==> config.mk <==
export PLATFORM = sky130hd
export DESIGN_NAME = ble_bit_framer
export DESIGN_NICKNAME = d
export VERILOG_FILES = /design/src/rtl/ble_framer_pkg.sv /design/src/rtl/ble_byte_packer.sv /design/src/rtl/ble_bit_framer.sv
export SDC_FILE = /design/constraint.sdc
export NUM_CORES = 1
export LEC_CHECK = 0
export ABC_AREA = 1
export CAP_MARGIN = 20
export CORE_MARGIN = 3
export CORE_UTILIZATION = 30
export DETAILED_ROUTE_END_ITERATION = 16
export GPL_TIMING_DRIVEN = 0
export PLACE_DENSITY = 0.46
export SYNTH_ARGS = -nofsm -noshare
export SYNTH_HDL_FRONTEND = slang
export SYNTH_SLANG_ARGS = --single-unit
export TNS_END_PERCENT = 5
==> constraint.sdc <==
create_clock -name clk_i -period 2.28 [get_ports clk_i]
set_input_delay 0.228 -clock clk_i [delete_from_list [all_inputs] [get_ports clk_i]]
set_output_delay 0.228 -clock clk_i [all_outputs]
set_load 0.01 [all_outputs]
==> src/rtl/ble_framer_pkg.sv <==
// -----------------------------------------------------------------------------
// ble_framer_pkg
//   Shared types and constants for the BLE bit framer.
//   - framer_state_t : framer FSM encoding (HUNT / HEADER / PAYLOAD)
//   - ADV_ACCESS_ADDR: advertising-channel access address
//   - PREAMBLE_AA/55 : the two legal preamble bytes
//   - HEADER_BYTES   : PDU header length in bytes (header0 + length)
//   - preamble_for() : preamble byte that precedes a given access address
// -----------------------------------------------------------------------------
package ble_framer_pkg;

   typedef enum logic [1:0] {
      HUNT    = 2'd0,
      HEADER  = 2'd1,
      PAYLOAD = 2'd2
   } framer_state_t;

   localparam logic [31:0] ADV_ACCESS_ADDR = 32'h8E89BED6;
   localparam logic [7:0]  PREAMBLE_AA     = 8'hAA;
   localparam logic [7:0]  PREAMBLE_55     = 8'h55;
   localparam int          HEADER_BYTES    = 2;

   // The preamble byte is selected by bit 0 of the access address.
   function automatic logic [7:0] preamble_for(input logic [31:0] aa);
      return aa[0] ? PREAMBLE_AA : PREAMBLE_55;
   endfunction

endpackage

==> src/rtl/ble_byte_packer.sv <==
// -----------------------------------------------------------------------------
// ble_byte_packer
//   LSB-first serial-to-byte packer. Each accepted bit enters at bit 7 and the
//   register shifts right, so after eight bits the first bit sits at bit 0.
//   byte_done/byte_out are combinational: they describe the byte completed by
//   the bit presented this cycle, letting the parent register the strobe with
//   a single cycle of latency.
//
// Ports
//   clk       in  1  clock
//   rst_n     in  1  asynchronous active-low reset
//   clear     in  1  discard partial byte, restart bit count (wins over bit_valid)
//   bit_valid in  1  bit_in is accepted this cycle
//   bit_in    in  1  serial bit
//   byte_out  out 8  byte completed by the current bit (valid with byte_done)
//   byte_done out 1  current accepted bit is the 8th of a byte
// -----------------------------------------------------------------------------
module ble_byte_packer (
   input  logic       clk,
   input  logic       rst_n,
   input  logic       clear,
   input  logic       bit_valid,
   input  logic       bit_in,
   output logic [7:0] byte_out,
   output logic       byte_done
);

   logic [7:0] shreg;
   logic [2:0] bit_cnt;

   always_ff @(posedge clk or negedge rst_n) begin
      if (!rst_n) begin
         shreg   <= 8'h00;
         bit_cnt <= 3'd0;
      end else if (clear) begin
         shreg   <= 8'h00;
         bit_cnt <= 3'd0;
      end else if (bit_valid) begin
         shreg   <= {bit_in, shreg[7:1]};
         // Wraps 7 -> 0, so the next byte starts without an explicit clear.
         bit_cnt <= bit_cnt + 3'd1;
      end
   end

   assign byte_out  = {bit_in, shreg[7:1]};
   assign byte_done = bit_valid && !clear && (bit_cnt == 3'd7);

endmodule

==> src/rtl/ble_bit_framer.sv <==
// -----------------------------------------------------------------------------
// ble_bit_framer
//   First stage of the BLE analyzer. Hunts the demodulated bitstream for
//   preamble + access address, then packs the PDU header and payload bits
//   LSB-first into bytes and emits them as a framed byte stream tagged with
//   the channel/RSSI seen on the last access-address bit.
//
// Stream semantics (both sides): valid-only, no backpressure. A bit is
//   transferred on every rising clock edge with valid_i=1; cycles with
//   valid_i=0 change nothing. On the output, data_valid_o is a one-cycle
//   strobe and the consumer must take every strobe; sop_o/eop_o are only
//   meaningful together with data_valid_o. abort_o tells the consumer to
//   drop whatever it already received for the current packet.
//
// Ports
//   clk_i         in  1  clock
//   rst_i         in  1  asynchronous active-low reset
//   serial_i      in  1  demodulated bit, sampled when valid_i=1
//   valid_i       in  1  bit qualifier
//   channel_i     in  7  RF channel of current bit
//   rssi_i        in  8  RSSI of current bit
//   data_o        out 8  assembled byte (header0, length, payload...)
//   data_valid_o  out 1  one-cycle byte strobe
//   sop_o         out 1  with data_valid_o: first header byte
//   eop_o         out 1  with data_valid_o: last byte of packet
//   channel_o     out 7  channel latched at access-address match
//   rssi_o        out 8  RSSI latched at access-address match
//   abort_o       out 1  one-cycle pulse: packet dropped
//   busy_o        out 1  framer is inside a packet (state != HUNT)
//   state_o       out 2  FSM state, for observation only
// -----------------------------------------------------------------------------
module ble_bit_framer
   import ble_framer_pkg::*;
#(
   parameter logic [31:0] ACCESS_ADDR  = ADV_ACCESS_ADDR,
   parameter int          MAX_PAYLOAD  = 37,
   parameter bit          CHECK_PREAMB = 1'b1
) (
   input  logic          clk_i,
   input  logic          rst_i,
   input  logic          serial_i,
   input  logic          valid_i,
   input  logic [6:0]    channel_i,
   input  logic [7:0]    rssi_i,
   output logic [7:0]    data_o,
   output logic          data_valid_o,
   output logic          sop_o,
   output logic          eop_o,
   output logic [6:0]    channel_o,
   output logic [7:0]    rssi_o,
   output logic          abort_o,
   output logic          busy_o,
   output framer_state_t state_o
);

   localparam logic [7:0] MAX_LEN      = MAX_PAYLOAD[7:0];
   localparam logic [7:0] LAST_HDR_IDX = 8'(HEADER_BYTES - 1);
   localparam logic [7:0] PREAMBLE     = preamble_for(ACCESS_ADDR);

   framer_state_t state, state_nx;

   logic [39:0] window, window_nx;
   logic [39:0] window_shift;
   logic        aa_hit;

   // Header byte index while in HEADER; bytes still to come while in PAYLOAD.
   logic [7:0]  hdr_idx, hdr_idx_nx;
   logic [7:0]  remaining, remaining_nx;

   logic [7:0]  data_nx;
   logic        data_valid_nx, sop_nx, eop_nx, abort_nx;
   logic [6:0]  channel_nx;
   logic [7:0]  rssi_nx;

   logic        in_packet;
   logic        chan_bad;
   logic        pk_clear, pk_valid;
   logic [7:0]  pk_byte;
   logic        pk_done;

   // ---------------------------------------------------------------------------
   // Correlator: the match is judged on the window that already contains the
   // bit accepted this cycle, so the FSM can leave HUNT on the very next edge.
   // ---------------------------------------------------------------------------
   assign window_shift = {serial_i, window[39:1]};
   assign aa_hit = valid_i
                && (window_shift[39:8] == ACCESS_ADDR)
                && (!CHECK_PREAMB || (window_shift[7:0] == PREAMBLE));

   assign in_packet = (state != HUNT);

   // A channel hop inside a packet means the rest of the bits belong to
   // something else; the offending bit is not packed.
   assign chan_bad  = in_packet && valid_i && (channel_i != channel_o);

   // The packer is held cleared in HUNT so every packet starts on a byte edge.
   assign pk_clear  = !in_packet || chan_bad;
   assign pk_valid  = in_packet && valid_i;

   ble_byte_packer u_packer (
      .clk       (clk_i),
      .rst_n     (rst_i),
      .clear     (pk_clear),
      .bit_valid (pk_valid),
      .bit_in    (serial_i),
      .byte_out  (pk_byte),
      .byte_done (pk_done)
   );

   // ---------------------------------------------------------------------------
   // Framer FSM: next state and next registered outputs
   // ---------------------------------------------------------------------------
   always_comb begin
      state_nx      = state;
      window_nx     = window;
      hdr_idx_nx    = hdr_idx;
      remaining_nx  = remaining;
      data_nx       = data_o;
      data_valid_nx = 1'b0;
      sop_nx        = 1'b0;
      eop_nx        = 1'b0;
      abort_nx      = 1'b0;
      channel_nx    = channel_o;
      rssi_nx       = rssi_o;

      unique case (state)
         HUNT: begin
            if (valid_i) begin
               if (aa_hit) begin
                  state_nx     = HEADER;
                  // Cleared here and frozen for the whole packet, so HUNT is
                  // re-entered with an empty window and packet bits can never
                  // produce an overlapped match.
                  window_nx    = '0;
                  hdr_idx_nx   = 8'd0;
                  remaining_nx = 8'd0;
                  channel_nx   = channel_i;
                  rssi_nx      = rssi_i;
               end else begin
                  window_nx = window_shift;
               end
            end
         end

         HEADER: begin
            if (chan_bad) begin
               abort_nx = 1'b1;
               state_nx = HUNT;
            end else if (pk_done) begin
               if (hdr_idx != LAST_HDR_IDX) begin
                  data_valid_nx = 1'b1;
                  data_nx       = pk_byte;
                  sop_nx        = (hdr_idx == 8'd0);
                  hdr_idx_nx    = hdr_idx + 8'd1;
               end else if (pk_byte > MAX_LEN) begin
                  // Oversized length: the length byte itself is not emitted.
                  abort_nx = 1'b1;
                  state_nx = HUNT;
               end else begin
                  data_valid_nx = 1'b1;
                  data_nx       = pk_byte;
                  if (pk_byte == 8'd0) begin
                     eop_nx   = 1'b1;
                     state_nx = HUNT;
                  end else begin
                     remaining_nx = pk_byte;
                     state_nx     = PAYLOAD;
                  end
               end
            end
         end

         PAYLOAD: begin
            if (chan_bad) begin
               abort_nx = 1'b1;
               state_nx = HUNT;
            end else if (pk_done) begin
               data_valid_nx = 1'b1;
               data_nx       = pk_byte;
               remaining_nx  = remaining - 8'd1;
               if (remaining == 8'd1) begin
                  eop_nx   = 1'b1;
                  state_nx = HUNT;
               end
            end
         end

         default: begin
            state_nx = HUNT;
            window_nx = '0;
         end
      endcase
   end

   // ---------------------------------------------------------------------------
   // State and output registers
   // ---------------------------------------------------------------------------
   always_ff @(posedge clk_i or negedge rst_i) begin
      if (!rst_i) begin
         state        <= HUNT;
         window       <= '0;
         hdr_idx      <= 8'd0;
         remaining    <= 8'd0;
         data_o       <= 8'h00;
         data_valid_o <= 1'b0;
         sop_o        <= 1'b0;
         eop_o        <= 1'b0;
         abort_o      <= 1'b0;
         channel_o    <= 7'd0;
         rssi_o       <= 8'd0;
      end else begin
         state        <= state_nx;
         window       <= window_nx;
         hdr_idx      <= hdr_idx_nx;
         remaining    <= remaining_nx;
         data_o       <= data_nx;
         data_valid_o <= data_valid_nx;
         sop_o        <= sop_nx;
         eop_o        <= eop_nx;
         abort_o      <= abort_nx;
         channel_o    <= channel_nx;
         rssi_o       <= rssi_nx;
      end
   end

   assign busy_o  = in_packet;
   assign state_o = state;

endmodule

# [Word level (Yosys, flattened, before mapping)]
# Index checks and enable logic that the tools add are counted.
[totals] register_bits=96 input_bits=19 output_inout_bits=30 elab_cells=130
[op_classes] n_addsub=3 magnitude_cmp=1 eq_ne=23 muxes=65 n_bitwise=1 reduce_logical=24
[op_table] op="two-way mux 8 bit" n=20
[op_table] op="two-way mux 40 bit" n=2
[op_table] op="one-hot mux 40 bit (2 select lines)" n=1
[op_table] op="== test 32 bit, second input constant" n=1
[op_table] op="one-hot mux 8 bit (2 select lines)" n=2
[op_table] op="one-hot mux 8 bit (3 select lines)" n=1
[op_table] op="two-way mux 1 bit" n=23
[op_table] op="two-way mux 2 bit" n=10
[op_table] op="inequality test 2 bit, second input constant" n=10
[op_table] op="AND reduction 6 bit" n=3
[op_table] op="logical NOT 8 bit" n=2
[op_table] op="inequality test 3 bit, second input constant" n=5
[op_table] op="AND reduction 10 bit" n=1
[op_table] op="adder 8 x 1 -> 8 bit, second input constant" n=1
[op_table] op="== test 8 x 1 -> 1 bit, second input constant" n=1
[op_table] op="== test 8 x 7 -> 1 bit, second input constant" n=1
[op_table] op="> comparator 8 x 6 -> 1 bit, second input constant" n=1
[op_table] op="inequality test 8 x 1 -> 1 bit, second input constant" n=1
[op_table] op="nonzero test 2 bit" n=4
[op_table] op="subtractor 8 x 1 -> 8 bit, second input constant" n=1
[op_table] op="inequality test 7 bit" n=1
[op_table] op="logical AND 1 bit" n=6
[op_table] op="two-way mux 3 bit" n=2
[op_table] op="one-hot mux 1 bit (2 select lines)" n=3
[op_table] op="other kinds (13)" n=14

# [Logic depth before layout (Yosys ltp)]
# Gate-level depths: netlist of the first run.
[logic_depth] ltp_word=10 ltp_mapped=12

# [By module]
# Synthesis of the first run repeated with hierarchy kept, for this count alone.
[hier_totals] hier_cells=612 hier_area_um2=4794.6
[modules_own_cells] mod="ble_bit_framer" n_inst=1 cells_each=563 area_per_inst_um2=4337.9
[modules_own_cells] mod="ble_byte_packer" n_inst=1 cells_each=49 area_per_inst_um2=456.7

# [Worst setup path after synthesis of the first run]
# No wires, ideal clock.
[synth_timing] path_kind="reg2reg" from="register state[0] (netlist: state_o[0])" to="register remaining[2]" setup_time_ns=0.117 arrival_ns=1.718 setup_slack_ns=0.445 path_stages_with_launch=13 n_path_buf=2 period_less_slack_ns=1.835 cell_sequence="dfrtp_1 inv_1 ha_1 buf_6 nor2_4 inv_1 nor2_1 nand2_4 nand2_4 nand3_4 buf_6 nand2_2 o21ai_2"
[synth_between] elab_chain_cells=9 elab_cells_between_ends=23 classes_between="eq/ne (11); mux (1); reduce/logical (11)"
[synth_rtl] item="from (decl)" line_no="ble_bit_framer.sv:60" text="framer_state_t state, state_nx;"
[synth_rtl] item="from (signal assigned)" line_no="ble_bit_framer.sv:212" text="state <= state_nx;"
[synth_rtl] item="nonzero test 2 bit" line_no="ble_bit_framer.sv:90" text="assign in_packet = (state != HUNT);"
[synth_rtl] item="logical AND 1 bit" line_no="ble_bit_framer.sv:94, ble_bit_framer.sv:98"
[synth_rtl] item="logical AND 1 bit" line_no="ble_bit_framer.sv:94" text="assign chan_bad = in_packet && valid_i && (channel_i != channel_o);"
[synth_rtl] item="logical OR 1 bit" line_no="ble_bit_framer.sv:97" text="assign pk_clear = !in_packet || chan_bad;"
[synth_rtl] item="logical NOT 1 bit" line_no="ble_byte_packer.sv:46" text="assign byte_done = bit_valid && !clear && (bit_cnt == 3'd7);"
[synth_rtl] item="logical AND 1 bit (2 in a row)" line_no="ble_byte_packer.sv:46"
[synth_rtl] item="inequality test 2 bit (no line)"
[synth_rtl] item="AND reduction 10 bit (no line)"
[synth_rtl] item="to (signal assigned)" line_no="ble_bit_framer.sv:215" text="remaining <= remaining_nx;"
[synth_rtl] item="to (decl)" line_no="ble_bit_framer.sv:68" text="logic [7:0] remaining, remaining_nx;"
# Several ways; a longest one is shown, not always the timed one.
# A chain may end at the register's enable or synchronous reset.

# [Final worst setup path of the first run]
[layout_timing] from="register state[1] (netlist: state_o[1])" to="output busy_o"
[layout_between] elab_chain_cells=1
[layout_rtl] item="nonzero test 2 bit" line_no="ble_bit_framer.sv:90"
[layout_rtl] item="to (decl)" line_no="ble_bit_framer.sv:52" text="output logic busy_o,"
# No other way between the ends.

==> results of run 1 <==
## synthesized netlist by cell type, types with 5 or more instances
cell	instances
sky130_fd_sc_hd__clkbuf_1	11
sky130_fd_sc_hd__o21ai_1	12
sky130_fd_sc_hd__nand2_1	118
sky130_fd_sc_hd__mux2_4	6
sky130_fd_sc_hd__o21ai_2	24
sky130_fd_sc_hd__ha_1	11
sky130_fd_sc_hd__buf_6	5
sky130_fd_sc_hd__nor2_1	26
sky130_fd_sc_hd__dfrtp_1	94
sky130_fd_sc_hd__a21oi_1	9
sky130_fd_sc_hd__o21ai_0	49
sky130_fd_sc_hd__nand2_2	6
sky130_fd_sc_hd__nand4_1	5
sky130_fd_sc_hd__xor2_1	5
sky130_fd_sc_hd__nor2_2	6
sky130_fd_sc_hd__inv_1	87
sky130_fd_sc_hd__nand3_1	57
## critical path, delay by kind of cell (launching register included)
family,cells,cell delay [ns]
flip-flops,1,0.40
buffers and inverters,5,1.00
adder cells (fa/ha/maj),1,0.19
## routing by layer
layer  part of all wire  up-vias  track usage
li1                   -     1967            -
met1               0.49     1851        0.189
met2               0.44       65        0.211
met3              0.050       13       0.0381
met4              0.013        0       0.0326
met5                  0        -            0
## cells by family (layout without fill, tap and decap cells)
| family | Yosys count | count (layout) | synth area share |
|---|---|---|---|
| mux | 8 | 8 | 0.0231 |
| fa+ha+maj | 11 | 11 | 0.0282 |
| flops | 94 | 94 | 0.483 |
| compound gates | 104 | 104 | 0.131 |
| xor+xnor | 5 | 5 | 0.00899 |
| simple gates | 239 | 239 | 0.232 |
| buf+inv | 109 | 177 | 0.0935 |
## flip-flops by register name, indices dropped and copies added, names as in the netlist
signal            cells
abort_o               1
channel_o             7
data_o                8
data_valid_o          1
eop_o                 1
hdr_idx               8
remaining             8
rssi_o                8
sop_o                 1
state_o               2
u_packer.bit_cnt      3
u_packer.shreg        7
window               39
## power breakdown
part | total [mW] | internal [mW] | switching, mW
combinational | 0.244 | 0.0983 | 0.145
clock | 1.57 | 0.866 | 0.708
sequential | 1.80 | 1.75 | 0.0561
total | 3.62 | 2.71 | 0.909
## worst min path at each step
stage                            endpoint  slack, ns  depth (start not counted)
floorplan               abort_o$_DFF_PN0_      -0.07                          0
global placement    data_o[6]$_DFFE_PN0P_       0.47                          2
detailed placement  rssi_o[2]$_DFFE_PN0P_       0.29                          1
CTS                 rssi_o[1]$_DFFE_PN0P_       0.45                          2
global route        rssi_o[6]$_DFFE_PN0P_       0.48                          2
finish              window[9]$_DFFE_PN0P_       0.43                          2
## per-stage QoR
stage          worst slack (ns)  cell area [sq um]  hold WS (ns)  setup TNS [ns]  total power, mW
3_5_place_dp             0.0346               5640         0.290               0             2.08
3_3_place_gp              -2.81               5620         0.467         -263.28             2.07
2_1_floorplan             0.445               4870       -0.0676               0             1.96
4_1_cts                  0.0282               5960         0.447               0             3.69
6_report                  0.107               5980         0.434               0             3.62
5_1_grt                  0.0209               5980         0.483               0             3.79
## final cells by class
| type | count | share of cell area |
|---|---|---|
| Timing Repair Buffer | 52 | 0.0887 |
| Tap cell | 211 | 0.0442 |
| Clock inverter | 7 | 0.0134 |
| Inverter | 88 | 0.0553 |
| Clock buffer | 9 | 0.0377 |
| Buffer | 21 | 0.0216 |
| Multi-Input combinational cell | 367 | 0.345 |
| Sequential cell | 94 | 0.394 |
## repair_timing
action | CTS | global route
endpoints found under the setup margin | 1 | 9
pin swaps | 0 | 0
resized for setup | 4 | 0
buffers inserted | 0 | 2
hold buffers | 1 | 0
endpoints found under the hold margin | 43 | 0
==> Implementation_results.wiki, run 1 <==
{| class="wikitable"
! Metric !! Value
|-
| Worst hold-check path type || input port to async pin
|-
| Global router's overall resource usage || 0.136
|-
| Final Hold Fails || 0
|-
| Endpoint of the most critical setup path || busy_o
|-
| Required time reported for the critical path endpoint || 2.05 ns
|-
| Count of mapped cells out of synthesis || 570
|-
| Most common cell type on the critical path || sky130_fd_sc_hd__inv_1
|-
| Port Buffers || 48
|-
| Synthesized area per cell || 8.55 sq um
|-
| Overall routed net length || 11,500 um
|-
| Most frequent standard cell in the layout excluding fill and tap cells || sky130_fd_sc_hd__nand2_1
|-
| Clock H-tree levels || 3
|-
| Number of sinks on the clock net || 94
|-
| Share of the clock period used by the worst path || 0.953
|-
| Origin of the critical flop-to-flop path || state_o[1]$_DFFE_PN0P_
|-
| Remaining global-route overflow || 0
|-
| Die area || 17,800 sq um
|-
| Iteration-0 DRC count of the detailed router || 155
|-
| CP startpoint || state_o[1]$_DFFE_PN0P_
|-
| Number of global-route vias before repair || 3,809
|-
| Top cells by area in the synthesized netlist || sky130_fd_sc_hd__dfrtp_1 (48%), sky130_fd_sc_hd__nand2_1 (9.1%), sky130_fd_sc_hd__inv_1 (6.7%), sky130_fd_sc_hd__nand3_1 (5.9%), sky130_fd_sc_hd__o21ai_0 (5.0%)
|-
| Nets || 663
|-
| Part of the Yosys area used for sequential elements || 0.483
|-
| Count of inserted antenna diode cells || 0
|-
| Largest buffer count on any clock path || 2
|-
| Register bit total from synthesis || 94
|-
| Maximum resistive drop on vdd || 379 uV
|-
| Floorplan die height || 133 um
|-
| Number of warnings printed during yosys synthesis || 0
|-
| Startpoint-to-endpoint class of the critical path || flop to output port
|-
| Clock transition time at the flip-flop clock pins of the worst setup and hold paths || 0.07 ns
|-
| Number of nets with antenna violations after detailed routing || 0
|-
| Fill cell instance count of the final layout || 1,583
|-
| Vias per cell || 4.59
|-
| Share of async-settable or async-resettable flops after synthesis || 1.00
|-
| Max cap viols || 0
|-
| Min Tclk post-route || 2.17 ns
|-
| Final setup vio count || 0
|-
| Number of top-level pins || 49
|-
| TritonCTS buffer count || 9
|-
| DP Wirelength || 8110 um
|-
| Detailed-route DRC error count || 0
|-
| Multi-input gate area in the final layout || 2060 sq um
|-
| Routed wire length per instance || 13.6 um
|-
| Slew Limit Fails || 0
|-
| Status || completed
|-
| Share of the synthesized area in the top cell type || 0.483
|-
| Setup slack of the worst register-to-register path || 0.17 ns
|-
| Number of flops mapped to enable cells by yosys || 0
|-
| Gp weighted congestion || 0.811
|-
| Cell count after placement || 830
|-
| Predominant post-synthesis flop cell || sky130_fd_sc_hd__dfrtp_1
|-
| Setup repair after global routing missed its margin || no
|-
| Top library cells by usage in the layout, fill and taps aside || sky130_fd_sc_hd__nand2_1 (118), sky130_fd_sc_hd__dfrtp_1 (92), sky130_fd_sc_hd__inv_1 (87), sky130_fd_sc_hd__nand3_1 (57), sky130_fd_sc_hd__o21ai_0 (49)
|-
| Netlist cell types || 39
|-
| Die width || 133 um
|-
| Share of layout cells above drive strength 1 || 0.141
|-
| Global-route wire length before repair || 19,500 um
|-
| Sequential standard cell area || 2350 sq um
|-
| Max Clk Rate || 460 MHz
|-
| Root Buffer Master || sky130_fd_sc_hd__clkbuf_16
|-
| CTS tree || built
|-
| Effective utilization at floorplan || 0.314
|-
| Normalized max-slew margin || 0.530
|-
| Biggest area consumer among synthesized cells || sky130_fd_sc_hd__dfrtp_1
|-
| Largest stage delay on the critical path || 0.52 ns
|-
| CORE AREA || 15,500 sq um
|-
| Count of TritonRoute iterations in the first routing pass || 4
|-
| Final Skew || 0.0108 ns
|-
| Layout Utilization || 0.385
|-
| Total number of placement rows || 45
|-
| Cells along the critical path || inv_1 > ha_1 > buf_6 > clkbuf_4 > inv_1 > clkdlybuf4s50_1
|-
| Largest net degree at the start of global routing || 52
|-
| Syn_nets || 600
|-
| Clock latency at the later pin of the worst-skew pair || 0.35 ns
|-
| Worst Reg2Reg Path Length in Cells || 8
|-
| Layout Area Growth over Synthesis || 22.7%
|-
| Worst slew pin tran || 0.703 ns
|-
| Element type at the critical path start || flop
|-
| Power per standard cell area || 606 nW/um^2
|-
| Standard cell with the maximum stage delay on the critical path || sky130_fd_sc_hd__clkdlybuf4s50_1
|-
| Worst Path Arrival || 1.95 ns
|-
| Leak pwr || 2.63 nW
|-
| Endpoint kind of the worst setup timing path || output port
|-
| Number of antenna violations at the first check in global routing || 0
|-
| End of the worst register-to-register path || window[25]$_DFFE_PN0P_
|-
| Worst-path fanout max || 10
|-
| Vias || 3,896
|-
| Total standard cell area after synthesis || 4870 sq um
|-
| Non-Filler Instances || 849
|}
(Power assumes the default switching activity.)
==> run 2: changes to the inputs <==
==> constraint.sdc (replaced) <==
create_clock -name clk_i -period 2.28 [get_ports clk_i]
set_input_delay 0.456 -clock clk_i [delete_from_list [all_inputs] [get_ports clk_i]]
set_output_delay 0.456 -clock clk_i [all_outputs]
set_load 0.01 [all_outputs]
==> Implementation_results.wiki, run 2 (same netlist as run 1, synthesis figures left out) <==
{| class="wikitable"
! Metric !! Value
|-
| Status || completed
|-
| TritonCTS buffer count || 9
|-
| Overall routed net length || 11,500 um
|-
| Routed length on met3 || 447 um
|-
| Nets || 662
|-
| Cells along the critical path || inv_1 > ha_1 > buf_6 > clkbuf_4 > inv_1 > dlygate4sd2_1
|-
| Die area || 17,800 sq um
|-
| Instance area at placement || 5640 sq um
|-
| Length of routed met2 wiring || 5150 um
|-
| Detailed-route DRC error count || 0
|-
| Remaining global-route overflow || 0
|-
| Floorplan die height || 133 um
|-
| Number of hold buffers added after cts || 0
|-
| Hold WS || 0.110 ns
|-
| Number of top-level pins || 49
|-
| Number of sinks on the clock net || 94
|-
| Global-route wire length before repair || 19,500 um
|-
| CTS tree || built
|-
| CORE AREA || 15,500 sq um
|-
| Effective utilization at floorplan || 0.314
|-
| Maximum resistive drop on vdd || 379 uV
|-
| Setup repair after global routing missed its margin || no
|-
| Max Clk Rate || 465 MHz
|-
| Share of layout cells above drive strength 1 || 0.141
|-
| Gp weighted congestion || 0.811
|-
| Largest stage delay on the critical path || 0.40 ns
|-
| Leak pwr || 2.63 nW
|-
| DP Wirelength || 8110 um
|-
| Vias || 3,890
|-
| Fill cell instance count of the final layout || 1,585
|-
| Worst-path fanout max || 10
|-
| Number of antenna violations at the first check in global routing || 0
|-
| Root Buffer Master || sky130_fd_sc_hd__clkbuf_16
|-
| Share of the clock period used by the worst path || 0.944
|-
| Setup TNS Final || 0 ns
|-
| Power per standard cell area || 606 nW/um^2
|-
| Number of nets with antenna violations after detailed routing || 0
|-
| Routed length on met1 || 5770 um
|-
| Clock latency at the later pin of the worst-skew pair || 0.35 ns
|-
| Most frequent standard cell in the layout excluding fill and tap cells || sky130_fd_sc_hd__nand2_1
|-
| Worst hold-check path type || input port to async pin
|-
| Final Hold Fails || 0
|-
| Count of TritonRoute iterations in the first routing pass || 4
|-
| Global router's overall resource usage || 0.136
|-
| Most common cell type on the critical path || sky130_fd_sc_hd__inv_1
|-
| Die width || 133 um
|-
| Final Skew || 0.0121 ns
|-
| Count of inserted antenna diode cells || 0
|-
| Vias per cell || 4.59
|-
| Endpoint kind of the worst setup timing path || output port
|-
| Element type at the critical path start || flop
|-
| Largest net degree at the start of global routing || 52
|-
| Max cap viols || 0
|-
| Final Cell Area || 5970 sq um
|-
| Total number of placement rows || 45
|-
| Final setup vio count || 0
|-
| Worst slew pin tran || 0.705 ns
|-
| Total buffers and inverters traversed by the critical path || 5
|-
| Port Buffers || 48
|-
| Startpoint-to-endpoint class of the critical path || flop to output port
|-
| Clock transition time at the flip-flop clock pins of the worst setup and hold paths || 0.07 ns
|-
| Normalized max-slew margin || 0.528
|-
| Number of global-route vias before repair || 3,793
|-
| Worst Path Arrival || 1.70 ns
|-
| Largest register FFs || 39
|-
| Required time reported for the critical path endpoint || 1.82 ns
|-
| Clock H-tree levels || 3
|-
| Largest buffer count on any clock path || 2
|-
| Routed wire length per instance || 13.6 um
|-
| Highest routed layer || met4
|-
| Crit-path leading delay family || buffers and inverters
|-
| Slew Limit Fails || 0
|-
| Min Tclk post-route || 2.15 ns
|-
| Standard cell with the maximum stage delay on the critical path || sky130_fd_sc_hd__dfrtp_2
|-
| Iteration-0 DRC count of the detailed router || 223
|-
| Register with the most flip-flops || window
|-
| Top library cells by usage in the layout, fill and taps aside || sky130_fd_sc_hd__nand2_1 (118), sky130_fd_sc_hd__dfrtp_1 (92), sky130_fd_sc_hd__inv_1 (87), sky130_fd_sc_hd__nand3_1 (57), sky130_fd_sc_hd__o21ai_0 (49)
|-
| Layout Area Growth over Synthesis || 22.5%
|}
## run 2: cell count changes in the layout (fill, tap and decap cells not counted), sizes merged
| cell | before | now |
|---|---|---|
| dlygate4sd2 | 0 | 1 |
| dlygate4sd3 | 1 | 0 |
| clkdlybuf4s50 | 47 | 46 |
## run 2: area by class of cell
type / instances / area, sq um / share of cell area
flip-flops and latches: 94 / 2350 / 0.395
multi-input cells: 367 / 2060 / 0.346
repair buffers: 51 / 519 / 0.0870
inverters: 88 / 330 / 0.0554
well taps: 211 / 264 / 0.0442
clock buffers: 9 / 225 / 0.0377
plain buffers: 21 / 129 / 0.0216
clock inverters: 7 / 80.1 / 0.0134
## run 2: what timing repair did
item	in CTS	in global routing
endpoints found under the setup margin	1	0
buffers inserted	2	0
gates resized for setup	5	0
## run 2: report_power, final
part,internal [mW],switching (mW)
registers,1.75,0.0555
clock network,0.866,0.704
logic,0.0972,0.145
## run 2: final timing paths
path | start | to | slack (ns) | depth (start not counted)
setup / recovery | state_o[0]$_DFFE_PN0P_ | busy_o | 0.13 | 6
hold / removal | rst_i | window[9]$_DFFE_PN0P_ | 0.11 | 1
setup reg to reg | state_o[0]$_DFFE_PN0P_ | window[25]$_DFFE_PN0P_ | 0.22 | 8
hold reg to reg | data_o[3]$_DFFE_PN0P_ | data_o[3]$_DFFE_PN0P_ | 0.48 | 2
max in group asynchronous | rst_i | state_o[0]$_DFFE_PN0P_ | 1.48 | 2
min in group clk_i | data_o[3]$_DFFE_PN0P_ | data_o[3]$_DFFE_PN0P_ | 0.48 | 2
## run 2: metrics by stage
step / utilization / instances / total power [mW] / worst slack, ns
after floorplan: - / 570 / 1.96 / 0.445
after global placement: 0.361 / 829 / 2.07 / -3.04
after detailed placement: 0.363 / 830 / 2.08 / -0.193
after CTS: 0.384 / 848 / 3.69 / 0.103
after global routing: 0.384 / 848 / 3.79 / 0.0342
final: 0.384 / 848 / 3.62 / 0.128
## run 2: layer usage
metal  vias up  global-route usage
li1       1960                   -
met1      1871               0.189
met2        51               0.210
met3         8              0.0381
met4         0              0.0326
met5         -                   0
==> run 3: changes to the inputs <==
ABC_CLOCK_PERIOD_IN_PS = 2280   (was unset)
HOLD_SLACK_MARGIN = 0.03   (was unset)
TNS_END_PERCENT = 100   (was 5)
==> results of run 3 <==
No change in the layout: final DEF, timing and power equal those of run 2.
